==> config.mk <==
export PLATFORM = sky130hd
export DESIGN_NAME = nibble_serial_add_sub
export DESIGN_NICKNAME = d
export VERILOG_FILES = /design/src/rtl/add_sub_pkg.sv /design/src/rtl/nibble_adder.sv /design/src/rtl/nibble_serial_add_sub.sv
export SDC_FILE = /design/constraint.sdc
export NUM_CORES = 1
export LEC_CHECK = 0
export ABC_AREA = 1
export CORE_ASPECT_RATIO = 0.7
export CORE_UTILIZATION = 35
export DETAILED_ROUTE_END_ITERATION = 10
export PLACE_DENSITY = 0.65
export SETUP_SLACK_MARGIN = 0.1
export SYNTH_ARGS = -nofsm -noshare
export SYNTH_HDL_FRONTEND = slang
export SYNTH_SLANG_ARGS = --single-unit
export TNS_END_PERCENT = 50
==> constraint.sdc <==
create_clock -name clk -period 6.2 [get_ports clk]
set_input_delay 0.93 -clock clk [delete_from_list [all_inputs] [get_ports clk]]
set_output_delay 0.93 -clock clk [all_outputs]
set_load 0.01 [all_outputs]
==> src/rtl/add_sub_pkg.sv <==
// Shared types and constants for the nibble-serial add/subtract engine.
package add_sub_pkg;

  localparam int unsigned NIBBLE_W = 4;

  typedef enum logic [1:0] {
    IDLE,
    ADD,
    CORR,
    DONE
  } as_state_t;

endpackage

==> src/rtl/nibble_adder.sv <==
// 4-bit combinational ripple adder shared by the add and correction passes.
module nibble_adder
  import add_sub_pkg::*;
(
  input  logic [NIBBLE_W-1:0] a,
  input  logic [NIBBLE_W-1:0] b,
  input  logic                cin,
  output logic [NIBBLE_W-1:0] s,
  output logic                cout
);

  assign {cout, s} = (NIBBLE_W+1)'(a) + (NIBBLE_W+1)'(b) + (NIBBLE_W+1)'(cin);

endmodule

==> src/rtl/nibble_serial_add_sub.sv <==
// Nibble-serial unsigned add/subtract with sign-magnitude result on valid/ready.
// Optional out_zero flag enabled by NIBBLE_SERIAL_ZERO_FLAG_EN.
module nibble_serial_add_sub
  import add_sub_pkg::*;
#(
  parameter int unsigned NIBBLES = 4
) (
  input  logic                        clk,
  input  logic                        rst,
  input  logic                        in_valid,
  output logic                        in_ready,
  input  logic                        in_m,
  input  logic [NIBBLE_W*NIBBLES-1:0] in_a,
  input  logic [NIBBLE_W*NIBBLES-1:0] in_b,
  output logic                        out_valid,
  input  logic                        out_ready,
  output logic [NIBBLE_W*NIBBLES-1:0] out_sum,
  output logic                        out_cout,
  output logic                        out_neg
`ifdef NIBBLE_SERIAL_ZERO_FLAG_EN
  ,
  output logic                        out_zero
`endif
);

  localparam int unsigned W     = NIBBLE_W * NIBBLES;
  localparam int unsigned IDX_W = (NIBBLES > 1) ? $clog2(NIBBLES) : 1;
  localparam logic [IDX_W-1:0] LAST = IDX_W'(NIBBLES - 1);

  as_state_t        state, state_n;
  logic [W-1:0]     a_r, a_n, b_r, b_n, sum_r, sum_n;
  logic             m_r, m_n, carry, carry_n;
  logic [IDX_W-1:0] idx, idx_n;
  logic [IDX_W+1:0] base;
  logic             in_ready_n, out_valid_n, out_cout_n, out_neg_n;
  logic [W-1:0]     out_sum_n;

  logic [NIBBLE_W-1:0] nib_a, nib_b, nib_s;
  logic                nib_ci, nib_co;

  assign base = {idx, 2'b00};

  nibble_adder u_adder (
    .a   (nib_a),
    .b   (nib_b),
    .cin (nib_ci),
    .s   (nib_s),
    .cout(nib_co)
  );

  // Next-state, datapath and registered-output selection
  always_comb begin
    state_n     = state;
    a_n         = a_r;
    b_n         = b_r;
    sum_n       = sum_r;
    m_n         = m_r;
    carry_n     = carry;
    idx_n       = idx;
    out_valid_n = out_valid;
    out_sum_n   = out_sum;
    out_cout_n  = out_cout;
    out_neg_n   = out_neg;
    nib_a       = a_r[base +: NIBBLE_W];
    nib_b       = b_r[base +: NIBBLE_W];
    nib_ci      = carry;
    if (state == CORR) begin
      nib_a = ~sum_r[base +: NIBBLE_W];
      nib_b = '0;
    end

    case (state)
      IDLE: begin
        if (in_valid) begin
          a_n     = in_a;
          b_n     = in_b ^ {W{in_m}};
          m_n     = in_m;
          carry_n = in_m;
          idx_n   = '0;
          state_n = ADD;
        end
      end
      ADD: begin
        sum_n[base +: NIBBLE_W] = nib_s;
        carry_n = nib_co;
        idx_n   = idx + 1'b1;
        if (idx == LAST) begin
          idx_n = '0;
          // Negative raw difference: seed cc=1 and negate the result
          if (m_r && !nib_co) begin
            state_n = CORR;
            carry_n = 1'b1;
          end else begin
            state_n     = DONE;
            out_valid_n = 1'b1;
            out_sum_n   = sum_n;
            out_cout_n  = nib_co;
            out_neg_n   = 1'b0;
          end
        end
      end
      CORR: begin
        sum_n[base +: NIBBLE_W] = nib_s;
        carry_n = nib_co;
        idx_n   = idx + 1'b1;
        if (idx == LAST) begin
          idx_n       = '0;
          state_n     = DONE;
          out_valid_n = 1'b1;
          out_sum_n   = sum_n;
          out_cout_n  = 1'b0;
          out_neg_n   = 1'b1;
        end
      end
      DONE: begin
        if (out_ready) begin
          state_n     = IDLE;
          out_valid_n = 1'b0;
        end
      end
      default: state_n = IDLE;
    endcase

    in_ready_n = (state_n == IDLE);
  end

  always_ff @(posedge clk or posedge rst) begin
    if (rst) begin
      state     <= IDLE;
      a_r       <= '0;
      b_r       <= '0;
      sum_r     <= '0;
      m_r       <= 1'b0;
      carry     <= 1'b0;
      idx       <= '0;
      in_ready  <= 1'b1;
      out_valid <= 1'b0;
      out_sum   <= '0;
      out_cout  <= 1'b0;
      out_neg   <= 1'b0;
    end else begin
      state     <= state_n;
      a_r       <= a_n;
      b_r       <= b_n;
      sum_r     <= sum_n;
      m_r       <= m_n;
      carry     <= carry_n;
      idx       <= idx_n;
      in_ready  <= in_ready_n;
      out_valid <= out_valid_n;
      out_sum   <= out_sum_n;
      out_cout  <= out_cout_n;
      out_neg   <= out_neg_n;
    end
  end

`ifdef NIBBLE_SERIAL_ZERO_FLAG_EN
  always_ff @(posedge clk or posedge rst) begin
    if (rst) out_zero <= 1'b0;
    else     out_zero <= out_valid_n && (out_sum_n == '0);
  end
`endif

endmodule
* Yosys cells after proc, flatten, opt, wreduce, memory -nomap -nowiden
Cells that the tools add are included.
** Operators by class
- Add/subtract/negate cells :: 4
- Multiply operators :: 0
- Div/mod/pow operators :: 0
- Magnitude comparators :: 0
- Equality and inequality tests :: 9
- Shifts and indexed selects :: 5
- Multiplexer cells :: 32
- Bitwise gates (word level) :: 2
- Reductions and logical operators :: 14
** Operator list (number)
- 16-bit two-way mux :: 3
- 16-bit by 5-bit variable part select with 4-bit output :: 3
- 16-bit one-hot mux with 2 select lines :: 1
- 16-bit bitwise mux :: 1
- 4-bit by 6-bit variable shift with 16-bit output, first input constant :: 1
- 4-bit by 6-bit variable part select with 16-bit output :: 1
- 16-bit bitwise XOR :: 1
- 1-bit two-way mux :: 13
- 2-bit two-way mux :: 6
- 4-bit two-way mux :: 2
- 2-bit inequality test, second input constant :: 4
- 2-bit one-hot mux with 4 select lines :: 1
- 2-bit equality test, second input constant :: 3
- 4-bit negation with 6-bit output :: 1
- 1-bit one-hot mux with 3 select lines :: 2
- 2-bit AND reduction :: 3
- 3-bit nonzero test :: 2
- 4-bit by 4-bit adder with 5-bit output :: 1
- 5-bit by 1-bit adder with 5-bit output :: 1
- 5-bit AND reduction :: 1
- 2-bit logical NOT :: 2
- 4-bit NOT :: 1
- 1-bit one-hot mux with 2 select lines :: 2
- 2-bit one-hot mux with 2 select lines :: 1
- other kinds (8) :: 9
** Storage, ports and cells
- Bits in registers :: 74
- Bits in latches :: 0
- Bits in writable memories :: 0
- Memory bits (read-only) :: 0
- Output and inout bits :: 20
- Memories kept :: 0

* Longest topological paths before layout
Gate-level depths: netlist (run 1).
- Depth after elaboration :: 11
- Mapped depth :: 19

* Modules after synthesis
Synthesis (run 1) repeated with hierarchy kept, for this count alone.
** Second synthesis, totals
- Cells, all modules :: 506
- Area, all modules :: 4082.7 um2
** By module, submodules not included
- nibble_serial_add_sub :: instances 1, cells an instance 481, area an instance 3917.5 um2, sequential area each 1853.0 um2
- nibble_adder :: instances 1, cells an instance 25, area an instance 165.2 um2, sequential area each 0.0 um2

* Least setup slack after synthesis (run 1)
Ideal clock, no wire load.
- Path kind :: register to register
- Start :: register idx[0]
- End :: register out_sum[10]
- Setup time :: 117 ps
- Arrival time :: 2790 ps
- Slack :: 3294 ps
- Stages on the path, launching flop included :: 18
- Buffers on the path :: 4
- Clock period less this slack :: 2906 ps
- Cells stage by stage :: dfrtp_1 > buf_2 > inv_2 > clkbuf_1 > nor2_1 > o22ai_1 > nand2_1 > fa_1 > fa_1 > inv_1 > nand3_1 > and2_4 > nand3_2 > nand3_2 > buf_6 > buf_8 > nand2_1 > nand2_1
** On the way
- Word-level cells in the longest chain between the ends :: 10
** Ends and longest elaborated chain
- from (decl) :: RTL line nibble_serial_add_sub.sv:33 : logic [IDX_W-1:0] idx, idx_n;
- from (signal assigned) :: RTL line nibble_serial_add_sub.sv:148 : idx <= idx_n;
- 16-bit by 5-bit variable part select with 4-bit output :: RTL line nibble_serial_add_sub.sv:68 : nib_a = ~sum_r[base +: NIBBLE_W];
- 4-bit NOT :: RTL line nibble_serial_add_sub.sv:68
- 4-bit two-way mux :: RTL line nibble_serial_add_sub.sv:67 : if (state == CORR) begin
- 4-bit by 4-bit adder with 5-bit output :: RTL line nibble_adder.sv:12 : assign {cout, s} = (NIBBLE_W+1)'(a) + (NIBBLE_W+1)'(b) + (NIBBLE_W+1)'(cin);
- 5-bit by 1-bit adder with 5-bit output :: RTL line nibble_adder.sv:12
- 4-bit by 6-bit variable part select with 16-bit output :: RTL line nibble_serial_add_sub.sv:84, nibble_serial_add_sub.sv:103
- 16-bit bitwise mux :: RTL line nibble_serial_add_sub.sv:84, nibble_serial_add_sub.sv:103
- 16-bit two-way mux :: RTL line nibble_serial_add_sub.sv:90 : if (m_r && !nib_co) begin
- 16-bit two-way mux :: RTL line nibble_serial_add_sub.sv:87 : if (idx == LAST) begin
- 16-bit one-hot mux with 2 select lines :: RTL line nibble_serial_add_sub.sv:72 : case (state)
- to (signal assigned) :: RTL line nibble_serial_add_sub.sv:151 : out_sum <= out_sum_n;
- to (decl) :: RTL line nibble_serial_add_sub.sv:17 : output logic [NIBBLE_W*NIBBLES-1:0] out_sum,
Parallel ways exist; a longest one is shown, timed or not. The select of a mux whose other input is x is not followed.
A chain may end at the register's enable or synchronous reset.

* Worst setup path after layout (run 1)
- Start :: register idx[1]
- End :: register out_cout
** On the way
- Word-level cells in the longest chain between the ends :: 9
** Ends and longest elaborated chain
- 16-bit by 5-bit variable part select with 4-bit output :: RTL line nibble_serial_add_sub.sv:68
- 4-bit NOT :: RTL line nibble_serial_add_sub.sv:68
- 4-bit two-way mux :: RTL line nibble_serial_add_sub.sv:67
- 4-bit by 4-bit adder with 5-bit output :: RTL line nibble_adder.sv:12
- 5-bit by 1-bit adder with 5-bit output :: RTL line nibble_adder.sv:12
- 1-bit logical NOT :: RTL line nibble_serial_add_sub.sv:90
- 1-bit logical AND :: RTL line nibble_serial_add_sub.sv:90
- 2-bit inequality test (no line)
- 4-bit AND reduction (no line)
- to (signal assigned) :: RTL line nibble_serial_add_sub.sv:152 : out_cout <= out_cout_n;
- to (decl) :: RTL line nibble_serial_add_sub.sv:18 : output logic out_cout,
Parallel ways exist; a longest one is shown, timed or not. The select of a mux whose other input is x is not followed.

==> impl_metrics.yaml, run 1 <==
synthesis:
  synth_area_um2: 3940
  yosysSeqAreaShare_pct: 47.0
  netlist_instances: 502
  synth_edf_count: 0
  ys_warn_count: 0
  yosysUniqueCellTypes: 27
  synthFlopType: "dfrtp_1"
  async_flop_share_pct: 100
  ys_ff_latch: 74
  avgSynthCellArea_um2: 7.86
  synth_nets: 555
finish:
  multi_input_area_um2: 1780
  final_cell_area_um2: 4920
  regArea_um2: 1850
  layout-drive-gt1-share_pct: 5.24
  final_util_pct: 44.9
  diodes: 0
  fillers: 1105
  area_delta_synth_final_pct: 24.8
  nets: 601
  stdcell_count: 706
detailed_routing:
  dr.first_iter.drc_count: 219
  wl_met1_um: 4790
  routed.top_layer: "met4"
  via_per_inst: 4.74
  drt-total-wl_um: 9260
  dr.pass1.iters: 5
  drc: 0
  drtAntennaViolNets: 0
  routed-wl-met2_um: 3870
  num_vias: 3345
  detail_route.wl_per_cell_um: 13.1
  wl_met3_um: 481
power_and_ir_drop:
  p_int_mw: 1.54
  leakagePower_nw: 2.34
  p_sw_mw: 1.08
  powerDensity_nw_per_um2: 531
  p_seq_share_pct: 30.7
  fin_total_pwr_mw: 2.61
  ir_drop_v: 0.000245
  netSwitchingFraction_pct: 41.1
  power_frac_comb_pct: 47.1
  p_clk_share_pct: 22.2
sta:
  max_slew_margin_pct: 37.3
  timing.setup.tns_ns: 0
  fin_crit_sh_pct: 61.4
  whs_ns: 0.481
  fin_crit_ns: 3.80
  finalHoldViolations: 0
  skew_ns: 0.00562
  max_freq_ghz: 0.263
  layout_setup_ws_ns: 2.40
  rsz0062_at_grt: "no"
  finalMaxSlewViolations: 0
  tightest_slew_ns: 0.941
  setup_viol_count_final: 0
place:
  port_buffers: 56
  dpl.cell_count: 690
  post-place-ws_ns: 2.39
  hpwl_um: 6610
  dpl_cell_area_um2: 4580
  gp_congestion: 0.855
clocking:
  clock_path_buffers: 2
  ctsHoldBuffers: 0
  cts_root_buffer: "clkbuf_16"
  cts_setup_buffers: 0
  htree_levels: 3
  cts_resized: 0
  cts.clk_slew.worst_paths_ns: 0.06
  clk_latency_ns: 0.34
  clock_sinks: 74
  cts_made_buffers: 9
  tritoncts: "built"
die:
  dieArea_um2: 11700
  initial_utilization_pct: 35.9
  die_w_um: 129
  pin_count: 57
  die_y_um: 90.8
  core_area_um2: 11000
  num_rows: 32
global_route:
  grtUsageTotal_pct: 17.2
  grt_pass1_vias: 3256
  grt_max_degree: 75
  antenna_found_initial: 0
  grt_pass1_wl_um: 15700
  gr-total-overflow: 0
setup_path:
  worstPathMaxFanout: 20
  cp_slowest_cell: "clkinv_1"
  worstSetupEndpointType: "flop"
  crit_required_ns: 6.47
  path_cells: "clkinv_1 > nand3_1 > nand3_1 > nand2_1 > inv_1 > fa_1 > fa_1 > inv_1 > nand3_1 > and2_4 > nand3_2 > nand3_2 > inv_2 > nand2_1 > nand2_1"
  arrival_ns: 4.08
  path_buf_inv: 4
  critPathLaunchType: "flop"
  r2r_slack_ns: 2.40
  path_delay_family: "simple AND/OR/NAND/NOR gates"
  path_class: "flop to flop"
  critPathMaxStageDelay_ns: 0.60
min_path:
  worst_hold_path_type: "flop to flop"
run:
  maxCapViolations: 0
run_status:
  status: "finished, final reports clean"
cell families (layout without fill, tap and decap cells):
group	after synthesis	in the layout	share of synthesized area [%]
buffers and inverters	71	122	7.93
xor gates and xnor gates	16	16	3.55
adders and majority gates	16	16	5.46
and+or+nand+nor	227	227	23.2
DFF	74	74	47.0
AOI/OAI and AO/OA	98	98	12.9
path summary, 6_finish.rpt:
path,startpoint,endpoint,cells past startpoint
max in group asynchronous,rst,out_sum[3]$_DFFE_PP0P_,3
hold reg to reg,a_r[11]$_DFFE_PP0P_,a_r[11]$_DFFE_PP0P_,2
setup / recovery,idx[1]$_DFFE_PP0P_,out_cout$_DFFE_PP0P_,15
min in group asynchronous,rst,sum_r[13]$_DFFE_PP0P_,3
setup reg to reg,idx[1]$_DFFE_PP0P_,out_cout$_DFFE_PP0P_,15
hold / removal,a_r[11]$_DFFE_PP0P_,a_r[11]$_DFFE_PP0P_,2
routing by layer:
metal | vias up | track usage (%)
li1 | 1691 | -
met1 | 1549 | 25.7
met2 | 92 | 24.1
met3 | 13 | 4.21
met4 | 0 | 5.59
met5 | - | 0
cell type report:
class | count | area share (%)
clock inverters | 4 | 1.47
inverters | 47 | 3.59
flip-flops and latches | 74 | 37.7
well taps | 153 | 3.89
clock buffers | 12 | 5.42
repair buffers | 59 | 11.8
multi-input cells | 357 | 36.1
cell usage after synthesis, types with 5 or more instances:
| cell type | number | area, um2 |
|---|---|---|
| ha_1 | 14 | 175 |
| inv_1 | 44 | 165 |
| nor2_1 | 25 | 93.8 |
| o22ai_1 | 11 | 68.8 |
| nand4_1 | 5 | 31.3 |
| clkbuf_1 | 8 | 30.0 |
| nand2_1 | 171 | 642 |
| o21ai_0 | 66 | 330 |
| buf_2 | 10 | 50.1 |
| xnor2_1 | 16 | 140 |
| a21oi_1 | 19 | 95.1 |
| dfrtp_1 | 73 | 1830 |
| nand3_1 | 20 | 100 |
flip-flops by register name (all words and copies together), names as in the netlist:
| name | flops |
|---|---|
| state | 2 |
| out_neg | 1 |
| in_ready | 1 |
| b_r | 16 |
| out_cout | 1 |
| out_sum | 16 |
| a_r | 16 |
| carry | 1 |
| out_valid | 1 |
| m_r | 1 |
| idx | 2 |
| sum_r | 16 |
worst reg2reg max path, cell delays in order, from the launching register on:
cell and delay (ns):
dfrtp_1 0.57, clkinv_1 0.60, nand3_1 0.27, nand3_1 0.10
nand2_1 0.08, inv_1 0.05, fa_1 0.42, fa_1 0.40
inv_1 0.08, nand3_1 0.07, and2_4 0.18, nand3_2 0.07
nand3_2 0.32, inv_2 0.36, nand2_1 0.10, nand2_1 0.07
cell usage in the layout (no fill, tap or decap):
cell type	count
nand2_1	171
dfrtp_1	73
o21ai_0	66
clkdlybuf4s50_1	56
inv_1	43
nor2_1	25
nand3_1	20
a21oi_1	19
xnor2_1	16
ha_1	14
o22ai_1	11
clkbuf_16	9
nand4_1	5
inv_2	3
clkbuf_8	3
buf_4	3
nand3_2	2
nand2_2	2
fa_1	2
bufinv_16	2
clkinv_1	1
or2_2	1
and2_4	1
a22oi_1	1
a31oi_1	1
clkinvlp_4	1
clkinv_2	1
dfstp_2	1
power groups by stage:
stage	sequential, mW	combinational [mW]	clock [mW]
after global placement	0.808	1.19	0
after floorplan	0.795	0.864	0
after detailed placement	0.810	1.22	0
final	0.802	1.23	0.581
after global routing	0.825	1.40	0.616
after CTS	0.803	1.23	0.592
No activity file was read; power rests on OpenSTA's default activity.
==> inputs of run 2 (changes only) <==
--- a/config.mk
+++ b/config.mk
@@ -9,7 +9,7 @@
 export CORE_ASPECT_RATIO = 0.7
 export CORE_UTILIZATION = 35
 export DETAILED_ROUTE_END_ITERATION = 10
-export PLACE_DENSITY = 0.65
+export PLACE_DENSITY = 0.67
 export SETUP_SLACK_MARGIN = 0.1
 export SYNTH_ARGS = -nofsm -noshare
 export SYNTH_HDL_FRONTEND = slang
==> constraint.sdc (replaced) <==
create_clock -name clk -period 3.3 [get_ports clk]
set_input_delay 0.495 -clock clk [delete_from_list [all_inputs] [get_ports clk]]
set_output_delay 0.495 -clock clk [all_outputs]
set_load 0.01 [all_outputs]
==> impl_metrics.yaml, run 2 (synthesis gave the netlist of run 1 again) <==
die:
  num_rows: 32
  dieArea_um2: 11700
  die_w_um: 129
  die_y_um: 90.8
  core_area_um2: 11000
  initial_utilization_pct: 35.9
  pin_count: 57
global_route:
  grt_pass1_wl_um: 16500
  grt_pass1_vias: 3427
  met1_usage_pct: 25.7
  grtUsageMet3_pct: 5.04
  gr-total-overflow: 0
  busiest_layer: "met2"
  grtUsageTotal_pct: 18.1
  met2_usage_pct: 26.8
  grt_max_degree: 47
  antenna_found_initial: 0
detailed_routing:
  drtAntennaViolNets: 0
  num_vias: 3398
  drc: 0
  drt-total-wl_um: 9650
  via_per_inst: 4.75
  dr.pass1.iters: 4
  detail_route.wl_per_cell_um: 13.5
  dr.first_iter.drc_count: 216
finish:
  area_delta_synth_final_pct: 26.7
  final_common_cell: "nand2_1"
  layout_common_cells: "nand2_1, dfrtp_1, o21ai_0"
  diodes: 0
  nets: 610
  layout-drive-gt1-share_pct: 6.76
  final_cell_area_um2: 5000
sta:
  fin_crit_ns: 2.95
  finalMaxSlewViolations: 0
  layout_setup_ws_ns: 0.354
  skew_ns: 0.00797
  finalHoldViolations: 0
  fin_crit_sh_pct: 89.3
  max_freq_ghz: 0.339
  rsz0062_at_grt: "no"
  tightest_slew_ns: 0.949
  timing.setup.tns_ns: 0
  whs_ns: 0.477
  max_slew_margin_pct: 36.5
  setup_viol_count_final: 0
clocking:
  htree_levels: 3
  clk_latency_ns: 0.34
  clock_sinks: 74
  clock_path_buffers: 2
  cts_root_buffer: "clkbuf_16"
  tritoncts: "built"
  cts_made_buffers: 9
  cts.clk_slew.worst_paths_ns: 0.06
place:
  post-place-ws_ns: 0.360
  gp_congestion: 0.920
  port_buffers: 56
  hpwl_um: 7130
  dpl_cell_area_um2: 4660
setup_path:
  crit_required_ns: 3.53
  arrival_ns: 3.18
  worstSetupEndpointType: "flop"
  worstPathMaxFanout: 17
  critPathLaunchType: "flop"
  path_class: "flop to flop"
power_and_ir_drop:
  ir_drop_v: 0.000516
  powerDensity_nw_per_um2: 991
  leakagePower_nw: 2.39
  fin_total_pwr_mw: 4.95
run:
  maxCapViolations: 0
run_status:
  status: "finished, final reports clean"
min_path:
  worst_hold_path_type: "flop to flop"
==> run 2: worst max-delay path, cell delays in order (launching register included) <==
cell and delay, ns:
dfrtp_1 0.42, inv_1 0.10, ha_1 0.25, inv_1 0.15
nand3_1 0.11, nand2_1 0.08, inv_1 0.05, fa_1 0.42
fa_1 0.39, inv_1 0.09, nand3_1 0.06, and2_4 0.17
nand3_2 0.07, nand3_2 0.11, buf_4 0.22, nand2_1 0.08
nand2_1 0.05
==> run 2: path summary, 6_finish.rpt <==
check | start | to | slack, ns | cells after the start
max | state[0]$_DFF_PP0_ | out_cout$_DFFE_PP0P_ | 0.35 | 16
max in group asynchronous | rst | sum_r[11]$_DFFE_PP0P_ | 2.04 | 3
max reg2reg | state[0]$_DFF_PP0_ | out_cout$_DFFE_PP0P_ | 0.35 | 16
min | b_r[14]$_DFFE_PP0P_ | b_r[14]$_DFFE_PP0P_ | 0.48 | 2
min reg2reg | b_r[14]$_DFFE_PP0P_ | b_r[14]$_DFFE_PP0P_ | 0.48 | 2
min in group asynchronous | rst | a_r[0]$_DFFE_PP0P_ | 0.60 | 2
==> run 2: layout make-up <==
type / instances / area (um2)
Fill cell: 1119 / 5970
Sequential cell: 74 / 1850
Multi-Input combinational cell: 357 / 1780
Timing Repair Buffer: 68 / 663
Clock buffer: 12 / 256
Tap cell: 153 / 191
Inverter: 47 / 180
Clock inverter: 4 / 73.8
==> run 2: routing by layer <==
layer / wire [um] / vias to the layer above
met5: 0 / -
met4: 95 / 0
met3: 564 / 10
met2: 4160 / 83
met1: 4830 / 1592
li1: - / 1713
==> run 2: where the power goes <==
part | switching (mW) | internal, mW
Clock | 0.372 | 0.703
Sequential | 0.208 | 1.28
Combinational | 1.46 | 0.931
==> run 2: metrics by stage <==
stage	instances	utilization, %
finish	715	45.5
global route	715	45.5
CTS	715	45.5
detailed placement	699	42.5
global placement	699	42.5
floorplan	502	-
==> run 2: timing repair <==
item,in CTS,in global routing
resized for setup,0,1
endpoints found under the setup margin,0,3
hold buffers,0,0
buffers inserted,0,0
